### config.mk
export PLATFORM = sky130hd
export DESIGN_NAME = uart_burst_seq
export DESIGN_NICKNAME = d
export VERILOG_FILES = /design/src/rtl/uart_burst_pkg.sv /design/src/rtl/burst_char_gen.sv /design/src/rtl/uart_burst_seq.sv
export SDC_FILE = /design/constraint.sdc
export NUM_CORES = 1
export LEC_CHECK = 0
export CORE_AREA = 2 2 73 75
export CTS_CLUSTER_DIAMETER = 40
export DETAILED_ROUTE_END_ITERATION = 10
export DIE_AREA = 0 0 75 77
export PLACE_DENSITY_LB_ADDON = 0.15
export SYNTH_ARGS = -nofsm -noshare
export SYNTH_HDL_FRONTEND = slang
export SYNTH_SLANG_ARGS = --single-unit
### constraint.sdc
create_clock -name clk -period 1.9 [get_ports clk]
set_input_delay 0.57 -clock clk [delete_from_list [all_inputs] [get_ports clk]]
set_output_delay 0.57 -clock clk [all_outputs]
set_load 0.005 [all_outputs]
### src/rtl/uart_burst_pkg.sv
// Shared types and constants for the UART burst sequencer.
// Contents: FSM state enum, terminator phase enum, ASCII CR/LF codes.
// The CR and LF states exist only when UART_BURST_CRLF_EN is defined.
package uart_burst_pkg;

    localparam logic [7:0] ASCII_CR = 8'h0D;
    localparam logic [7:0] ASCII_LF = 8'h0A;

    typedef enum logic [2:0] {
        IDLE,
        FIRE,
        WAIT_ACK,
        WAIT_DONE,
        GAP
`ifdef UART_BURST_CRLF_EN
        ,
        CR,
        LF
`endif
    } state_t;

    // Which character is currently in the UART handshake: a sequence
    // character, or one of the burst terminator bytes.
    typedef enum logic [1:0] {
        TERM_NONE,
        TERM_CR,
        TERM_LF
    } term_t;

endpackage

### src/rtl/burst_char_gen.sv
// Wrapping character register for the UART burst sequencer.
// Ports:
//   clk      - system clock, rising edge
//   rst      - asynchronous active-high reset, loads CHAR_FIRST
//   advance  - step to the next character (CHAR_LAST wraps to CHAR_FIRST)
//   data     - current sequence character
module burst_char_gen #(
    parameter logic [7:0] CHAR_FIRST = 8'h30,
    parameter logic [7:0] CHAR_LAST  = 8'h7A
) (
    input  logic       clk,
    input  logic       rst,
    input  logic       advance,
    output logic [7:0] data
);

    always_ff @(posedge clk or posedge rst) begin
        if (rst) begin
            data <= CHAR_FIRST;
        end else if (advance) begin
            data <= (data == CHAR_LAST) ? CHAR_FIRST : data + 8'd1;
        end
    end

endmodule

### src/rtl/uart_burst_seq.sv
// UART burst sequencer: on start, hands BURST_LEN consecutive characters to
// a UART transmitter one at a time using a uart_start / tx_busy handshake,
// with GAP_CYCLES idle cycles between characters. The character sequence
// carries on across bursts.
// Optional build macro UART_BURST_CRLF_EN: terminate each completed burst
// with CR then LF (not counted in sent_count, not part of the sequence).
// Ports:
//   clk, rst    - clock (rising edge), asynchronous active-high reset
//   start       - burst request, only honoured in IDLE
//   abort       - finish the character in flight, then stop (no done)
//   tx_busy     - UART transmitter busy flag
//   uart_start  - one-cycle transmit trigger
//   data        - character presented to the UART
//   busy        - FSM is not in IDLE
//   done        - one-cycle pulse when a burst completes normally
//   sent_count  - characters acknowledged in the current burst
//
// state     | meaning
// ----------+-----------------------------------------------------------
// IDLE      | waiting for start
// FIRE      | uart_start pulse for the current character
// WAIT_ACK  | waiting for tx_busy to rise
// WAIT_DONE | waiting for tx_busy to fall; character complete on exit
// GAP       | inter-character idle time, abort leaves immediately
// CR / LF   | uart_start pulse for a terminator byte (CRLF build only)
module uart_burst_seq
    import uart_burst_pkg::*;
#(
    parameter int         BURST_LEN  = 16,
    parameter logic [7:0] CHAR_FIRST = 8'h30,
    parameter logic [7:0] CHAR_LAST  = 8'h7A,
    parameter int         GAP_CYCLES = 0
) (
    input  logic       clk,
    input  logic       rst,
    input  logic       start,
    input  logic       abort,
    input  logic       tx_busy,
    output logic       uart_start,
    output logic [7:0] data,
    output logic       busy,
    output logic       done,
    output logic [7:0] sent_count
);

    localparam logic [7:0]  LAST_COUNT = 8'(BURST_LEN);
    // The gap counter counts down to zero, so it is loaded with one less.
    localparam logic [15:0] GAP_LOAD   = (GAP_CYCLES > 0) ? 16'(GAP_CYCLES - 1) : 16'd0;

    state_t      state_q, state_d;
    logic [15:0] gap_q, gap_d;
    logic        abort_q, abort_d;
    logic [7:0]  count_q, count_d;
    logic [7:0]  count_inc;
    logic        done_d;
    logic        advance;
    logic [7:0]  seq_char;
`ifdef UART_BURST_CRLF_EN
    term_t       term_q, term_d;
`endif

    burst_char_gen #(
        .CHAR_FIRST (CHAR_FIRST),
        .CHAR_LAST  (CHAR_LAST)
    ) u_char_gen (
        .clk     (clk),
        .rst     (rst),
        .advance (advance),
        .data    (seq_char)
    );

    assign count_inc  = count_q + 8'd1;
    assign busy       = (state_q != IDLE);
    assign sent_count = count_q;

`ifdef UART_BURST_CRLF_EN
    always_comb begin
        case (term_q)
            TERM_CR: data = ASCII_CR;
            TERM_LF: data = ASCII_LF;
            default: data = seq_char;
        endcase
    end
`else
    assign data = seq_char;
`endif

    always_ff @(posedge clk or posedge rst) begin
        if (rst) begin
            state_q <= IDLE;
            gap_q   <= '0;
            abort_q <= 1'b0;
            count_q <= '0;
            done    <= 1'b0;
`ifdef UART_BURST_CRLF_EN
            term_q  <= TERM_NONE;
`endif
        end else begin
            state_q <= state_d;
            gap_q   <= gap_d;
            abort_q <= abort_d;
            count_q <= count_d;
            done    <= done_d;
`ifdef UART_BURST_CRLF_EN
            term_q  <= term_d;
`endif
        end
    end

    always_comb begin
        state_d    = state_q;
        gap_d      = gap_q;
        abort_d    = abort_q;
        count_d    = count_q;
        done_d     = 1'b0;
        advance    = 1'b0;
        uart_start = 1'b0;
`ifdef UART_BURST_CRLF_EN
        term_d     = term_q;
`endif
        case (state_q)
            IDLE: begin
                abort_d = 1'b0;
                if (start) begin
                    state_d = FIRE;
                    count_d = '0;
                end
            end
            FIRE: begin
                uart_start = 1'b1;
                state_d    = WAIT_ACK;
                if (abort) abort_d = 1'b1;
            end
            WAIT_ACK: begin
                if (abort) abort_d = 1'b1;
                if (tx_busy) state_d = WAIT_DONE;
            end
            WAIT_DONE: begin
                if (abort) abort_d = 1'b1;
                if (!tx_busy) begin
`ifdef UART_BURST_CRLF_EN
                    if (term_q == TERM_CR) begin
                        state_d = LF;
                        term_d  = TERM_LF;
                    end else if (term_q == TERM_LF) begin
                        state_d = IDLE;
                        term_d  = TERM_NONE;
                        done_d  = 1'b1;
                        abort_d = 1'b0;
                    end else
`endif
                    begin
                        count_d = count_inc;
                        advance = 1'b1;
                        // Final character wins over a simultaneous abort.
                        if (count_inc == LAST_COUNT) begin
                            abort_d = 1'b0;
`ifdef UART_BURST_CRLF_EN
                            state_d = CR;
                            term_d  = TERM_CR;
`else
                            state_d = IDLE;
                            done_d  = 1'b1;
`endif
                        end else if (abort || abort_q) begin
                            state_d = IDLE;
                            abort_d = 1'b0;
                        end else if (GAP_CYCLES == 0) begin
                            state_d = FIRE;
                        end else begin
                            state_d = GAP;
                            gap_d   = GAP_LOAD;
                        end
                    end
                end
            end
            GAP: begin
                if (abort) begin
                    state_d = IDLE;
                end else if (gap_q == 16'd0) begin
                    state_d = FIRE;
                end else begin
                    gap_d = gap_q - 16'd1;
                end
            end
`ifdef UART_BURST_CRLF_EN
            CR, LF: begin
                uart_start = 1'b1;
                state_d    = WAIT_ACK;
            end
`endif
            default: state_d = IDLE;
        endcase
    end

endmodule
======== Word level (Yosys, flattened, before mapping) ========
Cells that the tools add are included.
cells by class
  add/sub/neg operators ................... 3
  equal/unequal tests ..................... 10
  mux-type cells .......................... 23
  bitwise operators ....................... 2
  reduce and logical (&&, ||, !) cells .... 10
operators with widths
  cell                     count
  $mux W8                  3
  $add A8 B1 Y8 const B    2
  $logic_not A16 Y1        1
  $pmux W8 S2              1
  $sub A16 B1 Y16 const B  1
  $mux W3                  5
  $pmux W3 S5              1
  $mux W1                  12
  $eq A8 B5 Y1 const B     1
  $eq A8 B7 Y1 const B     1
  $eq A3 B2 Y1 const B     2
  $ne A2 B2 Y1 const B     3
  $reduce_and A3 Y1        2
  $reduce_bool A3 Y1       2
  $reduce_and A4 Y1        1
  $eq A3 B1 Y1 const B     1
  $eq A3 B3 Y1 const B     1
  $logic_not A3 Y1         1
  $ne A3 B3 Y1 const B     1
  $pmux W1 S3              1
  $not A1 Y1               2
  $reduce_bool A2 Y1       1
  $reduce_or A2 Y1         1
  $logic_or A1 B1 Y1       1
word-level totals
  bits in registers ....................... 37
  input port bits ......................... 5
  logic and storage cells ................. 54

======== Longest topological paths before layout ========
Gate-level depths: netlist of the first run.
  depth in word-level cells ............... 5
  depth in mapped cells ................... 7
  mapped depth without buffers ............ 6

======== Cells and area by module ========
From an unflattened synthesis of the first run, not the netlist that was laid out.
second synthesis, totals
  cells, all modules ...................... 138
  area total of the unflattened synthesis .. 1368.8 µm²
modules (own cells, without submodules)
  module          times used  cells each  area each (µm²)  sequential area each (µm²)
  uart_burst_seq  1           96          933.4            300.3
  burst_char_gen  1           42          435.4            202.7

======== Worst setup path before layout of the first run ========
Ideal clock, no wire load.
  path type ............................... register to register
  start point ............................. register state_q[0]
  end point ............................... register state_q[1]
  data arrival time ....................... 1.458 ns
  data required time ...................... 1.775 ns
  slack ................................... 0.317 ns
  stages on the path, launching flop included .. 6
  period minus slack after synthesis ...... 1.583 ns
  path through ............................ dfrtp_1 inv_1 ha_1 nor2b_4 a211oi_1 mux2_2
between the ends
  longest elaborated chain between the ends .. 3
RTL lines
  item                                                                  line                   RTL
  start, declared                                                       uart_burst_seq.sv:50   state_t state_q, state_d;
  start signal, assigned                                                uart_burst_seq.sv:99   state_q <= state_d;
  $eq A3 B3 Y1, or another cell as far along                            uart_burst_seq.sv:121  case (state_q)
  $ne A3 B3 Y1 (no source line) / $ne A2 B2 Y1 (equally long branches)  --
  $reduce_and A4 Y1 (no source line)                                    --
Parallel ways exist; a longest one is shown, timed or not.
A chain may end at the register's enable or synchronous reset.

======== Final worst setup path of the first run ========
  start point ............................. register u_char_gen.data[4]
  end point ............................... output data[4]
RTL lines
  item                    line                  RTL
  start, declared         burst_char_gen.sv:14  output logic [7:0] data
  start signal, assigned  burst_char_gen.sv:21  data <= (data == CHAR_LAST) ? CHAR_FIRST : data + 8'd1;
  end, declared           uart_burst_seq.sv:40  output logic [7:0] data,
No word-level cell between the ends.

==> results of run 1 <==
logic make-up after synthesis:
logic type                 synth area share (%)
DFF                                        41.4
muxes                                      1.85
adders and majority gates                  8.24
AOI/OAI and AO/OA                          14.8
xor gates and xnor gates                   5.05
and+or+nand+nor                            24.2
buffers and inverters                      4.43
timing repair:
| action | in CTS | in global routing |
|---|---|---|
| buffers inserted | 7 | 0 |
| gates resized for setup | 4 | 13 |
| endpoints found under the setup margin | 5 | 16 |
worst min path at each step:
stage                         from                   to  slack (ps)  cells after the start
2_1_floorplan  abort_q$_DFFE_PP0P_  abort_q$_DFFE_PP0P_         460                      2
3_3_place_gp   abort_q$_DFFE_PP0P_  abort_q$_DFFE_PP0P_         490                      2
3_5_place_dp   abort_q$_DFFE_PP0P_  abort_q$_DFFE_PP0P_         490                      2
4_1_cts        abort_q$_DFFE_PP0P_  abort_q$_DFFE_PP0P_         510                      2
5_1_grt        abort_q$_DFFE_PP0P_  abort_q$_DFFE_PP0P_         560                      2
6_report       abort_q$_DFFE_PP0P_  abort_q$_DFFE_PP0P_         500                      2
power breakdown:
group	internal [mW]	leakage, nW	switching [mW]
Sequential	0.527	0.251	0.105
Combinational	0.577	0.476	0.469
Clock	0.184	0.0288	0.148
Total	1.29	0.756	0.722
routing by layer:
layer  up-vias  GRT usage (%)  routed length, µm
li1        515              -                  -
met1       487           14.0               1290
met2        22           16.8               1360
met3         2           3.55                125
met4         0           2.68                 23
met5         -              0                  0
sequential cells by signal, summed over array words and instances, names as in the netlist:
name and count:
state_q 2, sent_count 8, done 1, u_char_gen.data 8
abort_q 1
stage by stage:
stage | util [%] | power [mW] | hold WS, ps
2_1_floorplan | - | 1.16 | 463
3_3_place_gp | 32.0 | 1.54 | 487
3_5_place_dp | 32.0 | 1.55 | 493
4_1_cts | 34.1 | 1.97 | 513
5_1_grt | 34.8 | 2.18 | 564
6_report | 34.8 | 2.01 | 501
layout make-up:
type | instances | area [µm²]
Inverter | 8 | 32.5
Multi-Input combinational cell | 92 | 679
Clock buffer | 4 | 55.1
Sequential cell | 20 | 510
Timing Repair Buffer | 41 | 369
Tap cell | 70 | 87.6
Fill cell | 510 | 3240
Yosys cell counts, types with 2 or more instances:
cell type	instances
dfrtp_1	18
nand2_1	14
a21oi_1	9
nor2_1	9
ha_1	8
inv_1	8
o21ai_0	6
xor2_1	6
nand3_1	4
a211oi_1	3
nor3_1	3
a22o_1	2
dfstp_2	2
mux2_2	2
nand4_1	2
nor2b_1	2
o22ai_1	2
==> flow_summary.ini, run 1 <==
[outcome]
status = finished, final reports clean

[grt]
grt_antenna_before_repair = 0
grt_pass1_vias = 1025
track_usage_pct = 10.7
grt_pass1_wl_um = 4840
grt_max_degree = 21
grt-ovfl-total = 0

[cells_and_area]
fin_nets = 179
area_delta_synth_final_pct = 42.7
drive_gt1_share_pct = 27.3
fin_cells = 235
final_common_cell = clkdlybuf4s50_1
fin_area_um2 = 1730
final_cell_mix = clkdlybuf4s50_1 (20), buf_4 (17), nand2_1 (14)
diodes = 0

[synth]
synth_area_um2 = 1210
syn_avg_cell_area_um2 = 9.88
synth.net_count = 136
synth-edff-count = 0
synth_ff_type = dfrtp_1
ys_types = 40
ys_top_cells_by_area = dfrtp_1 (37%), ha_1 (8.2%), dfstp_2 (4.3%)
synthArstFlopShare_pct = 100
synth_largest_area_cell = dfrtp_1
synth-seq-area-share_pct = 41.4
netlist_instances = 123
synth-seq-cells = 20
ys.warnings.count = 0
synth_top_area_share_pct = 37.1

[drt]
avgViaCountPerCell = 4.37
firstDrtPassIters = 4
wl_per_cell_um = 11.9
drtIter0Drc = 25
ant_nets = 0
drc = 0
vias = 1026
drt-total-wl_um = 2800

[placed_design]
portBuffers = 23
dp_cells = 224
post-place-ws_ps = -147
place.gp.congestion = 0.678
dp_hpwl_um = 1970
dpl-instance-area_um2 = 1590

[cts]
cts_tree = yes
clock-sinks = 20
clockBufferDepth = 2
root_buffer = clkbuf_8
clk-insertion-delay-late_ps = 260
htreeDepth = 1
clk_pin_slew_ps = 80
numCtsBuffers = 3
cts_hold_buf = 0

[setup_path]
r2r_setup_slack_ps = 140
cp.arrival_ps = 1280
cp_slowest_cell = dfstp_2
max_stage_delay_ps = 530
regToRegEndpoint = state_q[1]$_DFFE_PP0P_
rr_startpoint = state_q[0]$_DFFE_PP0P_
ff2ff_path_depth = 7
path_depth = 1
path_cells = clkdlybuf4s50_1
required_ps = 1330
path_buf_inv = 1
cp_top_family = flip-flops
cp-end-kind = output pin
cp_max_fo = 2
criticalPathCategory = reg2out
critPathLaunchType = flop
startpoint = u_char_gen.data[4]$_DFFE_PP1P_
crit_end = data[4]

[die]
start_util_pct = 24.4
coreArea_um2 = 4980
io_pins = 24
die_y_um = 77
dieArea_um2 = 5780
dieWidth_um = 75
fp-row-count = 26

[pwr]
p_leak_nw = 0.756
irDropWorstVdd_mv = 0.429
power_density_nw_per_um2 = 1160

[timing]
finalCritPeriodShare_pct = 97.5
grt_setup_unrepaired = false
tns_ps = 0
fin_ws_ps = 48.2
worstMarginPinSlew_ps = 344
setup_viol = 0
relSlewSlack_pct = 76.8
hold_viol_final = 0
min_period_ps = 1850
report.final.slew_viol_count = 0
clock_skew_ps = 2.51
max_freq_mhz = 540

[run]
cap_violations = 0

[min_path]
hold_class = reg2reg
No activity file was read; power rests on OpenSTA's default activity.
==> inputs of run 2 (changes only) <==
==> constraint.sdc (replaced) <==
create_clock -name clk -period 1.9 [get_ports clk]
set_input_delay 0.57 -clock clk [delete_from_list [all_inputs] [get_ports clk]]
set_output_delay 0.57 -clock clk [all_outputs]
set_load 0.05 [all_outputs]
==> flow_summary.ini, run 2 (synthesis results as in run 1) <==
[cells_and_area]
fin_area_um2 = 1790
final_cell_mix = dfrtp_1 (18), buf_12 (17), nand2_1 (14)
n_fill_cell = 492
multi_input_area_um2 = 661
fin_nets = 170
final_common_cell = dfrtp_1
fin_cells = 226
drive_gt1_share_pct = 28.2
diodes = 0
area_delta_synth_final_pct = 47.3
seqCellArea_um2 = 503

[drt]
drc = 0
drt-total-wl_um = 2700
wl_per_cell_um = 11.9
drtIter0Drc = 27
vias = 998
firstDrtPassIters = 5
avgViaCountPerCell = 4.42
ant_nets = 0

[timing]
min_period_ps = 1850
max_freq_mhz = 540
hold_viol_final = 0
tns_ps = 0
relSlewSlack_pct = 74.1
hold_slack_ps = 496
finalCritPeriodShare_pct = 97.4
clock_skew_ps = 5.15
setup_viol = 0
report.final.slew_viol_count = 0
worstMarginPinSlew_ps = 389

[min_path]
hold_class = in2async

[setup_path]
path_cells = inv_1 > ha_2 > inv_1 > buf_12
cp_max_fo = 5
ff2ff_path_depth = 5
critPathLaunchType = flop
required_ps = 1330
cp.arrival_ps = 1280
criticalPathCategory = reg2out
cp-end-kind = output pin
cpMostUsedCell = inv_1
cp_slowest_cell = dfrtp_1
max_stage_delay_ps = 450

[pwr]
comb_power_share_pct = 56.5
power_density_nw_per_um2 = 1280
p_leak_nw = 0.779
p_sw_share_pct = 43.3
irDropWorstVdd_mv = 0.772
p_total_mw = 2.29
p_int_mw = 1.30
p_sw_mw = 0.993
pwr-share-clk_pct = 12.7
seqPwrFrac_pct = 30.8

[cts]
clk-insertion-delay-late_ps = 260
cts_tree = yes
clk_pin_slew_ps = 80
cts_setup_buffers = 0
clock-sinks = 20
numCtsBuffers = 3
root_buffer = clkbuf_8
clockBufferDepth = 2
htreeDepth = 1
cts_hold_buf = 0

[die]
die_y_um = 77
dieWidth_um = 75
coreArea_um2 = 4980
fp-row-count = 26
dieArea_um2 = 5780
start_util_pct = 24.4
io_pins = 24

[grt]
grt_antenna_before_repair = 0
grt_max_degree = 17
grt_pass1_wl_um = 4570
grt_pass1_vias = 996
track_usage_pct = 10.2
grt-ovfl-total = 0

[placed_design]
portBuffers = 23
place.gp.congestion = 0.755
dpl-instance-area_um2 = 1740
dp_cells = 222
dp_hpwl_um = 1990

[run]
cap_violations = 0

[outcome]
status = finished, final reports clean
==> run 2: final timing paths <==
path | from | slack (ps) | end
setup / recovery | state_q[0]$_DFFE_PP0P_ | 50 | busy
hold / removal | rst | 500 | sent_count[4]$_DFFE_PP0P_
setup reg to reg | state_q[0]$_DFFE_PP0P_ | 190 | u_char_gen.data[7]$_DFFE_PP0P_
hold reg to reg | abort_q$_DFFE_PP0P_ | 500 | abort_q$_DFFE_PP0P_
max in group asynchronous | rst | 870 | u_char_gen.data[4]$_DFFE_PP1P_
min in group clk | abort_q$_DFFE_PP0P_ | 500 | abort_q$_DFFE_PP0P_
==> run 2: repair_timing <==
item,4_1_cts,5_1_grt
endpoints found under the hold margin,0,0
setup endpoints to repair,0,1
gates resized for setup,0,1
==> run 2: through the flow <==
| step | utilization (%) | worst slack [ps] |
|---|---|---|
| 5_1_grt | 35.9 | -6.45 |
| 2_1_floorplan | - | 239 |
| 3_3_place_gp | 35.0 | -136 |
| 3_5_place_dp | 35.0 | -147 |
| 4_1_cts | 35.9 | 19.4 |
| 6_report | 35.9 | 49.0 |
==> run 2: critical path, delay by kind of cell, from the launching register on <==
kind | cells | cell delay, ps
buffers and inverters | 3 | 350
adders and majority gates | 1 | 230
DFF | 1 | 450
==> run 2: cell type report <==
type / count / share of cell area (%)
multi-input combinational: 92 / 36.9
sequential: 20 / 28.1
timing repair buffer: 32 / 25.9
tap: 70 / 4.90
clock buffer: 4 / 2.52
inverter: 8 / 1.68
==> run 2: metal layers <==
metal / global-route usage [%] / share of wire, % / vias to the layer above / wire [µm]
met5: 0 / 0 / - / 0
met4: 2.68 / 0.85 / 0 / 23
met3: 3.42 / 4.3 / 2 / 117
met2: 15.1 / 45 / 21 / 1220
met1: 14.0 / 50 / 474 / 1340
li1: - / - / 501 / -
==> run 2: power by group through the flow <==
stage               Clock, mW  Combinational, mW  Sequential [mW]
floorplan                   0              0.591            0.855
global placement            0               1.29            0.711
detailed placement          0               1.30            0.714
CTS                     0.306               1.30            0.709
global route            0.325               1.40            0.727
finish                  0.291               1.30            0.706
